===== src/rtl/io_mux_ctrl_pkg.sv =====
// Shared helpers for the io_mux ownership controller.
// Provides index-width and wrap-around arithmetic used by the controller and its arbiter.
package io_mux_ctrl_pkg;

   function automatic int idxWidth(input int n);
      return (n > 1) ? $clog2(n) : 1;
   endfunction

   function automatic int wrapNext(input int idx, input int n);
      return (idx + 1 >= n) ? 0 : idx + 1;
   endfunction

endpackage


===== src/rtl/io_mux_ctrl_if.sv =====
// Request/grant bundle between the pad requesters and the io_mux ownership controller.
interface io_mux_ctrl_if #(
   parameter int REQCOUNT = 3,
   parameter int MUXWIDTH = 2
);
   logic [REQCOUNT-1:0]          req;
   logic [REQCOUNT*MUXWIDTH-1:0] req_func;
   logic [REQCOUNT-1:0]          grant;
   logic [MUXWIDTH-1:0]          func_select;
   logic                         busy;
   logic                         bad_req;

   modport master (
      output req, req_func,
      input  grant, func_select, busy, bad_req
   );

   modport slave (
      input  req, req_func,
      output grant, func_select, busy, bad_req
   );
endinterface


===== src/rtl/io_mux_ctrl_rr_arbiter.sv =====
// Combinational round-robin picker: first eligible requester at or after startIdx, wrapping.
// Produces both a one-hot and a binary form of the winner.
module rr_arbiter
   import io_mux_ctrl_pkg::*;
#(
   parameter int N  = 3,
   parameter int IW = idxWidth(N)
) (
   input  logic [N-1:0]  eligible_i,
   input  logic [IW-1:0] startIdx_i,
   output logic [N-1:0]  grantOh_o,
   output logic [IW-1:0] grantIdx_o,
   output logic          valid_o
);

   // Walk the ring once starting at startIdx; the first hit wins.
   always_comb begin
      int j;
      grantOh_o  = '0;
      grantIdx_o = '0;
      valid_o    = 1'b0;
      j          = 0;
      for (int off = 0; off < N; off++) begin
         j = int'(startIdx_i) + off;
         if (j >= N) begin
            j = j - N;
         end
         if (!valid_o && eligible_i[j]) begin
            valid_o    = 1'b1;
            grantIdx_o = IW'(j);
            grantOh_o  = N'(1) << j;
         end
      end
   end

endmodule


===== src/rtl/io_mux_ctrl.sv =====
// Pad ownership controller: arbitrates requesters onto one io_mux function with a parked
// turnaround gap between owners. Outputs derive only from registered state.
module io_mux_ctrl
   import io_mux_ctrl_pkg::*;
#(
   parameter int TXCOUNT  = 2,
   parameter int RXCOUNT  = 2,
   parameter int REQCOUNT = 3,
   parameter int GUARD    = 2
) (
   input logic          clk,
   input logic          rst,
   io_mux_ctrl_if.slave bus
);

   localparam int MUXWIDTH = $clog2(TXCOUNT + RXCOUNT);
   localparam int IW       = idxWidth(REQCOUNT);
   localparam int CW       = idxWidth(GUARD + 1);

   localparam logic [MUXWIDTH-1:0] PARK        = '0;
   localparam logic [MUXWIDTH:0]   FUNC_LIMIT  = (MUXWIDTH + 1)'(TXCOUNT + RXCOUNT);
   localparam logic [CW-1:0]       GUARD_LAST  = CW'((GUARD > 0) ? GUARD - 1 : 0);

   typedef enum logic [1:0] {
      ST_IDLE   = 2'd0,
      ST_GUARD  = 2'd1,
      ST_ACTIVE = 2'd2
   } state_e;

   state_e                state_q,    state_d;
   logic [IW-1:0]         winner_q,   winner_d;
   logic [REQCOUNT-1:0]   winnerOh_q, winnerOh_d;
   logic [MUXWIDTH-1:0]   func_q,     func_d;
   logic [CW-1:0]         guardCnt_q, guardCnt_d;
   logic [IW-1:0]         ptr_q,      ptr_d;
   logic                  badReq_q;

   logic [REQCOUNT-1:0]   eligible;
   logic [REQCOUNT-1:0]   badVec;
   logic [REQCOUNT-1:0]   arbEligible;
   logic [REQCOUNT-1:0]   arbOh;
   logic [IW-1:0]         arbIdx;
   logic                  arbValid;
   logic [MUXWIDTH-1:0]   arbFunc;
   logic                  launch;

   // A request only competes while it names a function the mux actually has.
   always_comb begin
      eligible = '0;
      badVec   = '0;
      for (int i = 0; i < REQCOUNT; i++) begin
         if (bus.req[i]) begin
            if ({1'b0, bus.req_func[i*MUXWIDTH +: MUXWIDTH]} < FUNC_LIMIT) begin
               eligible[i] = 1'b1;
            end else begin
               badVec[i] = 1'b1;
            end
         end
      end
   end

   // The releasing owner must not win the hand-over it is causing.
   assign arbEligible = (state_q == ST_ACTIVE) ? (eligible & ~winnerOh_q) : eligible;

   rr_arbiter #(
      .N  (REQCOUNT),
      .IW (IW)
   ) u_arb (
      .eligible_i (arbEligible),
      .startIdx_i (ptr_q),
      .grantOh_o  (arbOh),
      .grantIdx_o (arbIdx),
      .valid_o    (arbValid)
   );

   assign arbFunc = bus.req_func[int'(arbIdx)*MUXWIDTH +: MUXWIDTH];

   always_comb begin
      state_d    = state_q;
      winner_d   = winner_q;
      winnerOh_d = winnerOh_q;
      func_d     = func_q;
      guardCnt_d = guardCnt_q;
      ptr_d      = ptr_q;
      launch     = 1'b0;

      case (state_q)
         ST_IDLE: begin
            launch = arbValid;
         end
         ST_GUARD: begin
            if (!bus.req[winner_q]) begin
               launch = arbValid;
               if (!arbValid) begin
                  state_d    = ST_IDLE;
                  guardCnt_d = '0;
               end
            end else if (guardCnt_q == GUARD_LAST) begin
               state_d    = ST_ACTIVE;
               guardCnt_d = '0;
               ptr_d      = IW'(wrapNext(int'(winner_q), REQCOUNT));
            end else begin
               guardCnt_d = guardCnt_q + CW'(1);
            end
         end
         ST_ACTIVE: begin
            if (!bus.req[winner_q]) begin
               launch = arbValid;
               if (!arbValid) begin
                  state_d = ST_IDLE;
               end
            end
         end
         default: begin
            state_d = ST_IDLE;
         end
      endcase

      // A fresh winner always starts a full turnaround unless there is none to serve.
      if (launch) begin
         winner_d   = arbIdx;
         winnerOh_d = arbOh;
         func_d     = arbFunc;
         guardCnt_d = '0;
         if (GUARD == 0) begin
            state_d = ST_ACTIVE;
            ptr_d   = IW'(wrapNext(int'(arbIdx), REQCOUNT));
         end else begin
            state_d = ST_GUARD;
         end
      end
   end

   always_ff @(posedge clk or posedge rst) begin
      if (rst) begin
         state_q    <= ST_IDLE;
         winner_q   <= '0;
         winnerOh_q <= '0;
         func_q     <= PARK;
         guardCnt_q <= '0;
         ptr_q      <= '0;
         badReq_q   <= 1'b0;
      end else begin
         state_q    <= state_d;
         winner_q   <= winner_d;
         winnerOh_q <= winnerOh_d;
         func_q     <= func_d;
         guardCnt_q <= guardCnt_d;
         ptr_q      <= ptr_d;
         badReq_q   <= |badVec;
      end
   end

   // Decoding from state alone lets reset park the pad without a clock edge.
   assign bus.grant       = (state_q == ST_ACTIVE) ? winnerOh_q : '0;
   assign bus.func_select = (state_q == ST_ACTIVE) ? func_q : PARK;
   assign bus.busy        = (state_q != ST_IDLE);
   assign bus.bad_req     = badReq_q;

endmodule

===== src/flat_wrapper.sv =====
// flat-port wrapper written by rule: the top's interface ports become plain ports
module io_mux_ctrl_flat import io_mux_ctrl_pkg::*;
#(
   parameter int TXCOUNT  = 2,
   parameter int RXCOUNT  = 2,
   parameter int REQCOUNT = 3,
   parameter int GUARD    = 2
)
  (clk, rst, bus_req, bus_req_func, bus_grant, bus_func_select, bus_busy, bus_bad_req);
  io_mux_ctrl_if #(.REQCOUNT(REQCOUNT)) bus_i ();
  input logic clk;
  input logic rst;
  input wire logic [$bits(bus_i.req)-1:0] bus_req;
  input wire logic [$bits(bus_i.req_func)-1:0] bus_req_func;
  output wire logic [$bits(bus_i.grant)-1:0] bus_grant;
  output wire logic [$bits(bus_i.func_select)-1:0] bus_func_select;
  output wire logic [$bits(bus_i.busy)-1:0] bus_busy;
  output wire logic [$bits(bus_i.bad_req)-1:0] bus_bad_req;
  assign bus_i.req = bus_req;
  assign bus_i.req_func = bus_req_func;
  assign bus_grant = bus_i.grant;
  assign bus_func_select = bus_i.func_select;
  assign bus_busy = bus_i.busy;
  assign bus_bad_req = bus_i.bad_req;
  io_mux_ctrl #(.TXCOUNT(TXCOUNT), .RXCOUNT(RXCOUNT), .REQCOUNT(REQCOUNT), .GUARD(GUARD)) u_core (.clk(clk), .rst(rst), .bus(bus_i));
endmodule

===== config.mk =====
export PLATFORM = sky130hd
export DESIGN_NAME = io_mux_ctrl_flat
export DESIGN_NICKNAME = d
export VERILOG_FILES = /design/src/rtl/io_mux_ctrl_pkg.sv /design/src/rtl/io_mux_ctrl_if.sv /design/src/rtl/io_mux_ctrl_rr_arbiter.sv /design/src/rtl/io_mux_ctrl.sv /design/src/flat_wrapper.sv
export SDC_FILE = /design/constraint.sdc
export NUM_CORES = 1
export LEC_CHECK = 0
export BUFFER_PORTS_ARGS = -buffer_cell sky130_fd_sc_hd__buf_2
export CORE_UTILIZATION = 35
export DETAILED_ROUTE_END_ITERATION = 6
export SETUP_SLACK_MARGIN = 0.4
export SLEW_MARGIN = 20
export SYNTH_ARGS = -nofsm -noshare
export SYNTH_HDL_FRONTEND = slang
export SYNTH_SLANG_ARGS = --single-unit

===== constraint.sdc =====
create_clock -name clk -period 3.55 [get_ports clk]
set_input_delay 0.71 -clock clk [delete_from_list [all_inputs] [get_ports clk]]
set_output_delay 0.71 -clock clk [all_outputs]
set_load 0.05 [all_outputs]

After elaboration in Yosys (flattened, before gate mapping)
Cells that the tools add are included.
{ "op_classes": {"n_mux": 43, "order_cmp": 8, "n_shift": 4, "add_sub_neg": 7, "bitwise": 2, "reduce_logical": 11, "n_eq_ne": 7} }
{ "ops": {"columns": ["operator", "n"], "rows": [
  ["$lt A32 B4 Y1 const B", 3],
  ["$mux W32", 3],
  ["$shl A1 B32 Y3 const A", 3],
  ["$mux W2", 15],
  ["$mux W3", 5],
  ["$mux W1", 14],
  ["$ge A3 B2 Y1 const B", 3],
  ["$bmux W1 S2", 4],
  ["$sub A3 B2 Y4 const B", 2],
  ["$add A2 B1 Y3 const B", 2],
  ["$pmux W2 S3", 1],
  ["$reduce_and A3 Y1", 2],
  ["$shiftx A6 B4 Y2", 1],
  ["$eq A2 B1 Y1 const B", 2],
  ["$ne A4 B3 Y1 const B", 1],
  ["$reduce_bool A2 Y1", 2],
  ["$add A2 B2 Y3 const B", 1],
  ["$and A3 B3 Y3", 1],
  ["$lt A2 B3 Y1 const B", 1],
  ["$ne A3 B2 Y1 const B", 1],
  ["$ne A3 B3 Y1 const B", 1],
  ["$not A3 Y3", 1],
  ["$sub A2 B2 Y3 const B", 1],
  ["$add A2 B1 Y2 const B", 1],
  ["other kinds (9)", 11]
]} }
{ "totals": {"input_bits": 11, "output_inout_bits": 7, "ff_bits": 13, "elab_cells": 88} }

Depth between registers and ports, before layout
{ "depth": {"word_depth": 17, "depth_mapped": 9, "depth_no_buf": 8} }

Hierarchy
Synthesis repeated with hierarchy kept, for this count alone.
{ "unflattened": {"hier_cells": 115, "area_unflattened_um2": 1104.8} }
{ "modules_own_cells": {"columns": ["mod", "area_per_inst_um2", "seq_area_each_um2", "cells_each", "instances"], "rows": [
  ["io_mux_ctrl", 839.6, 325.3, 77, 1],
  ["rr_arbiter", 265.3, 0.0, 38, 1]
]} }

Worst setup path after synthesis
OpenSTA, ideal clock, no wires.
{ "synth_timing": {"path_type": "register to register", "startpoint": "reg u_core.ptr_q[0]", "endpoint": "reg u_core.func_q[0]", "path_buffers": 1, "slack_ps": 1058, "arrival_time_ps": 2367, "setup_ps": 125, "required_ps": 3425, "path_stages_with_launch": 10, "synth_period_minus_slack_ps": 2492, "cell_sequence": "dfrtp_1 inv_1 ha_1 buf_2 nor2b_1 o21ai_0 o32ai_2 mux2_2 mux2_2 mux2_2"} }
{ "synth_via": {"elab_chain_cells": 14, "word_cells_on_any_way": 33, "classes_between": "add/sub (5); order compare (3); shift (1); mux (20); reduce/logical (4)"} }
{ "synth_lines": {"columns": ["item", "line", "source"], "rows": [
  ["start: declaration", "io_mux_ctrl.sv:35", "logic [IW-1:0] ptr_q, ptr_d;"],
  ["start signal: assignment", "io_mux_ctrl.sv:149", "ptr_q <= ptr_d;"],
  ["branches (longest 14 deep; another with $sub A3 B2 Y4)", null, null],
  ["end signal: assignment", "io_mux_ctrl.sv:147", "func_q <= func_d;"],
  ["end: declaration", "io_mux_ctrl.sv:33", "logic [MUXWIDTH-1:0] func_q, func_d;"]
]} }
Several ways; the timed one is not identified. The select of a mux whose other input is x is not followed.
A chain may end at the register's enable or synchronous reset.

Final worst setup path
{ "layout_timing": {"startpoint": "reg u_core.ptr_q[1]", "endpoint": "reg u_core.winnerOh_q[2]"} }
{ "layout_via": {"elab_chain_cells": 14, "word_cells_on_any_way": 35, "classes_between": "add/sub (5); order compare (3); shift (3); mux (20); reduce/logical (4)"} }
{ "layout_lines": {"columns": ["item", "line", "source"], "rows": [
  ["branches (longest 14 deep; another with $sub A3 B2 Y4)", null, null],
  ["end signal: assignment", "io_mux_ctrl.sv:146", "winnerOh_q <= winnerOh_d;"],
  ["end: declaration", "io_mux_ctrl.sv:32", "logic [REQCOUNT-1:0] winnerOh_q, winnerOh_d;"]
]} }
Several ways; the timed one is not identified. The select of a mux whose other input is x is not followed.

==> metrics.txt <==
TritonCTS clock tree done; most common cell after layout, fill and taps aside buf_2; Post-Synthesis Net Count 151; Leakage 0.615 nW; Synth Register Bits 13; vias after detailed routing 1027; Initial Utilization 36.4%; Crit path arrival time 3.12 ns; largest net degree at the start of global routing 15; mux contribution to synthesized area 14.5%; synth warn 0; most frequent cells in the layout 16 x buf_2, 13 x mux2_2, 13 x dfrtp_1; CTS Buf Count 3; P&R area growth vs syn 10.4%; Reg2Reg Depth 8; row count 21; Die Wd 60.9 um; final setup TNS 0 ns; placed instance count 188; RSZ-0062 raised after global routing false; HPWL after detailed placement 2090 um; Post-route DRC 0; Avg Synthesized Cell Area 9.19 um2; register-to-register setup slack 0.58 ns; Global Route Usage Sum 15.8%; Pwr Density 1000 nW/um2; final worst path period share 83.5%; final hold vios 0; Root Buffer clkbuf_4; initial drt markers 92; Filler cells 360; Multi-input gate area 810 um2; sequential area share after synthesis 26.8%; diodes inserted 0; number of global-route vias before repair 903; # setup viols final 0; Yosys cell types 49; reg2reg end u_core.winnerOh_q[2]; clk_lat worst skew 0.26 ns; die footprint 3710 um2; Post-Syn Instances 132; Clock Tree Buf Depth 2; skew final 0.00279 ns; drt first pass iters 4; HP Class in2async; Synth Area in Adders 8.25%; Tightest Pin Transition 0.718 ns; Clk pin slew, worst setup/hold paths 0.07 ns; Compound-Gate Fraction of Synth Area 24.1%; Crit. End Element flop; antenna violations before repair 0; GP Congestion 0.838; max_cap viols 0; sequential cell area 325 um2; r2r startpoint u_core.ptr_q[1]; Post-DRT Antenna Nets 0; crit start category flop; non-filler instance count after layout 192; fmax 337 MHz; mapped cell area 1210 um2; critical path class reg2reg; minimum clock period 2.97 ns; Post-CTS Hold Buffers 0; Simple-Gate Fraction of Synth Area 19.5%; hold_ws 0.447 ns; relative slew slack 52.2%; main combinational cell family by area after synthesis compound AO/OA/AOI/OAI gates; post-synthesis xor/xnor area fraction 0%; CP required 3.70 ns; Core ar. 3340 um2; Die Ht 60.9 um; CP max FO 14; share of cells above drive strength 1 28.1%; final setup margin 0.585 ns; final wirelength 2640 um; CTS sink count 13; via/cell ratio 5.35; status finished, final reports clean; io pins 18; H-tree lvl count 1; grt ovf 0; Slew Viols, Final 0; first-pass GRT wire length 4310 um; WL per Instance 13.8 um; nets 166; pre-CTS WS 0.516 ns; worst vdd ir 0.000333 V; input/output buffers 16
[cell type report]
class,count,area share [%]
multi-input cells,102,60.4
flip-flops and latches,13,24.3
repair buffers,16,5.98
well taps,46,4.30
inverters,11,3.08
clock buffers,4,1.96
[synth_stat cells, drive strengths merged]
master   instances  area, um2
nor4             1       6.26
and3             1       6.26
or2b             2       15.0
inv             11       41.3
o31ai            4       35.0
o31a             1       8.76
a22oi            1       7.51
ha               8        100
conb             1       3.75
nand3            2       10.0
o22ai            1       6.26
o2bb2ai          2       17.5
a221o            1       10.0
nand2b           3       18.8
or4              1       11.3
nor2b            2       12.5
a21boi           2       15.0
nor3b            1       12.5
a32o             1       10.0
a211oi           2       27.5
nand2            9       33.8
a21o             2       15.0
and2             5       31.3
a21oi            4       20.0
nor3             4       31.3
o211a            1       10.0
mux2            13        146
a32oi            1       8.76
mux2i            3       30.0
a22o             1       8.76
buf              5       32.5
dfrtp           13        325
nor2             9       41.3
o21ai            6       30.0
clkbuf           1       5.00
o311a            1       10.0
a21bo            2       20.0
o32ai            2       25.0
nand4            1       6.26
o21bai           1       7.51
[state kept, by name (all words and copies together), names as in the netlist]
register	flops
u_core.guardCnt_q	2
u_core.ptr_q	2
u_core.winnerOh_q	3
u_core.func_q	2
u_core.state_q	2
u_core.winner_q	2
[worst max-delay path, cell delays in order, from the launching register on]
cell,delay [ns]
dfrtp_1,0.41
inv_1,0.08
ha_1,0.47
mux2_2,0.42
a211oi_4,0.31
or4_4,0.21
nor2_4,0.05
nor3_4,0.50
mux2_2,0.40
[what timing repair did]
item / CTS / global route
endpoints found under the setup margin: 0 / 6
resized for setup: 0 / 1
setup buffers: 0 / 0
[worst max path at each step]
stage | start | endpoint | slack, ns | cells after the start
2_1_floorplan | u_core.ptr_q[0] | u_core.func_q[0] | 1.06 | 9
6_report | u_core.ptr_q[1] | u_core.winnerOh_q[2] | 0.58 | 8
3_3_place_gp | u_core.state_q[0] | u_core.winnerOh_q[1] | 0.61 | 8
3_5_place_dp | u_core.state_q[0] | u_core.winnerOh_q[1] | 0.52 | 8
5_1_grt | u_core.ptr_q[1] | u_core.winnerOh_q[0] | 0.45 | 8
4_1_cts | u_core.state_q[0] | u_core.winnerOh_q[1] | 0.48 | 8
[through the flow]
stage / utilization (%) / area [um2] / total power, mW
5_1_grt: 40.2 / 1340 / 1.46
6_report: 40.2 / 1340 / 1.34
4_1_cts: 40.2 / 1340 / 1.35
2_1_floorplan: - / 1210 / 1.08
3_5_place_dp: 39.4 / 1310 / 1.25
3_3_place_gp: 39.4 / 1310 / 1.24
[report_power, final]
group          internal (mW)  total, mW  switching (mW)
registers              0.214      0.271          0.0568
clock network         0.0434     0.0863          0.0429
logic                  0.420      0.987           0.567
[kinds of logic (layout without fill, tap and decap cells)]
kind of cell / Yosys count / after routing
other: 1 / 1
buffers and inverters: 17 / 31
adder cells (fa/ha/maj): 8 / 8
multiplexers: 16 / 16
AND/OR/NAND/NOR: 41 / 41
AO/OA/AOI/OAI: 36 / 36
flip-flops: 13 / 13
[metal layers]
metal	up-vias	share of wire, %	global-route usage [%]	routed length (um)
li1	509	-	-	-
met1	481	48	22.8	1270
met2	31	45	23.5	1200
met3	6	4.9	2.56	129
met4	0	1.7	6.49	44
met5	-	0	0	0
No activity file was read; power rests on OpenSTA's default activity.
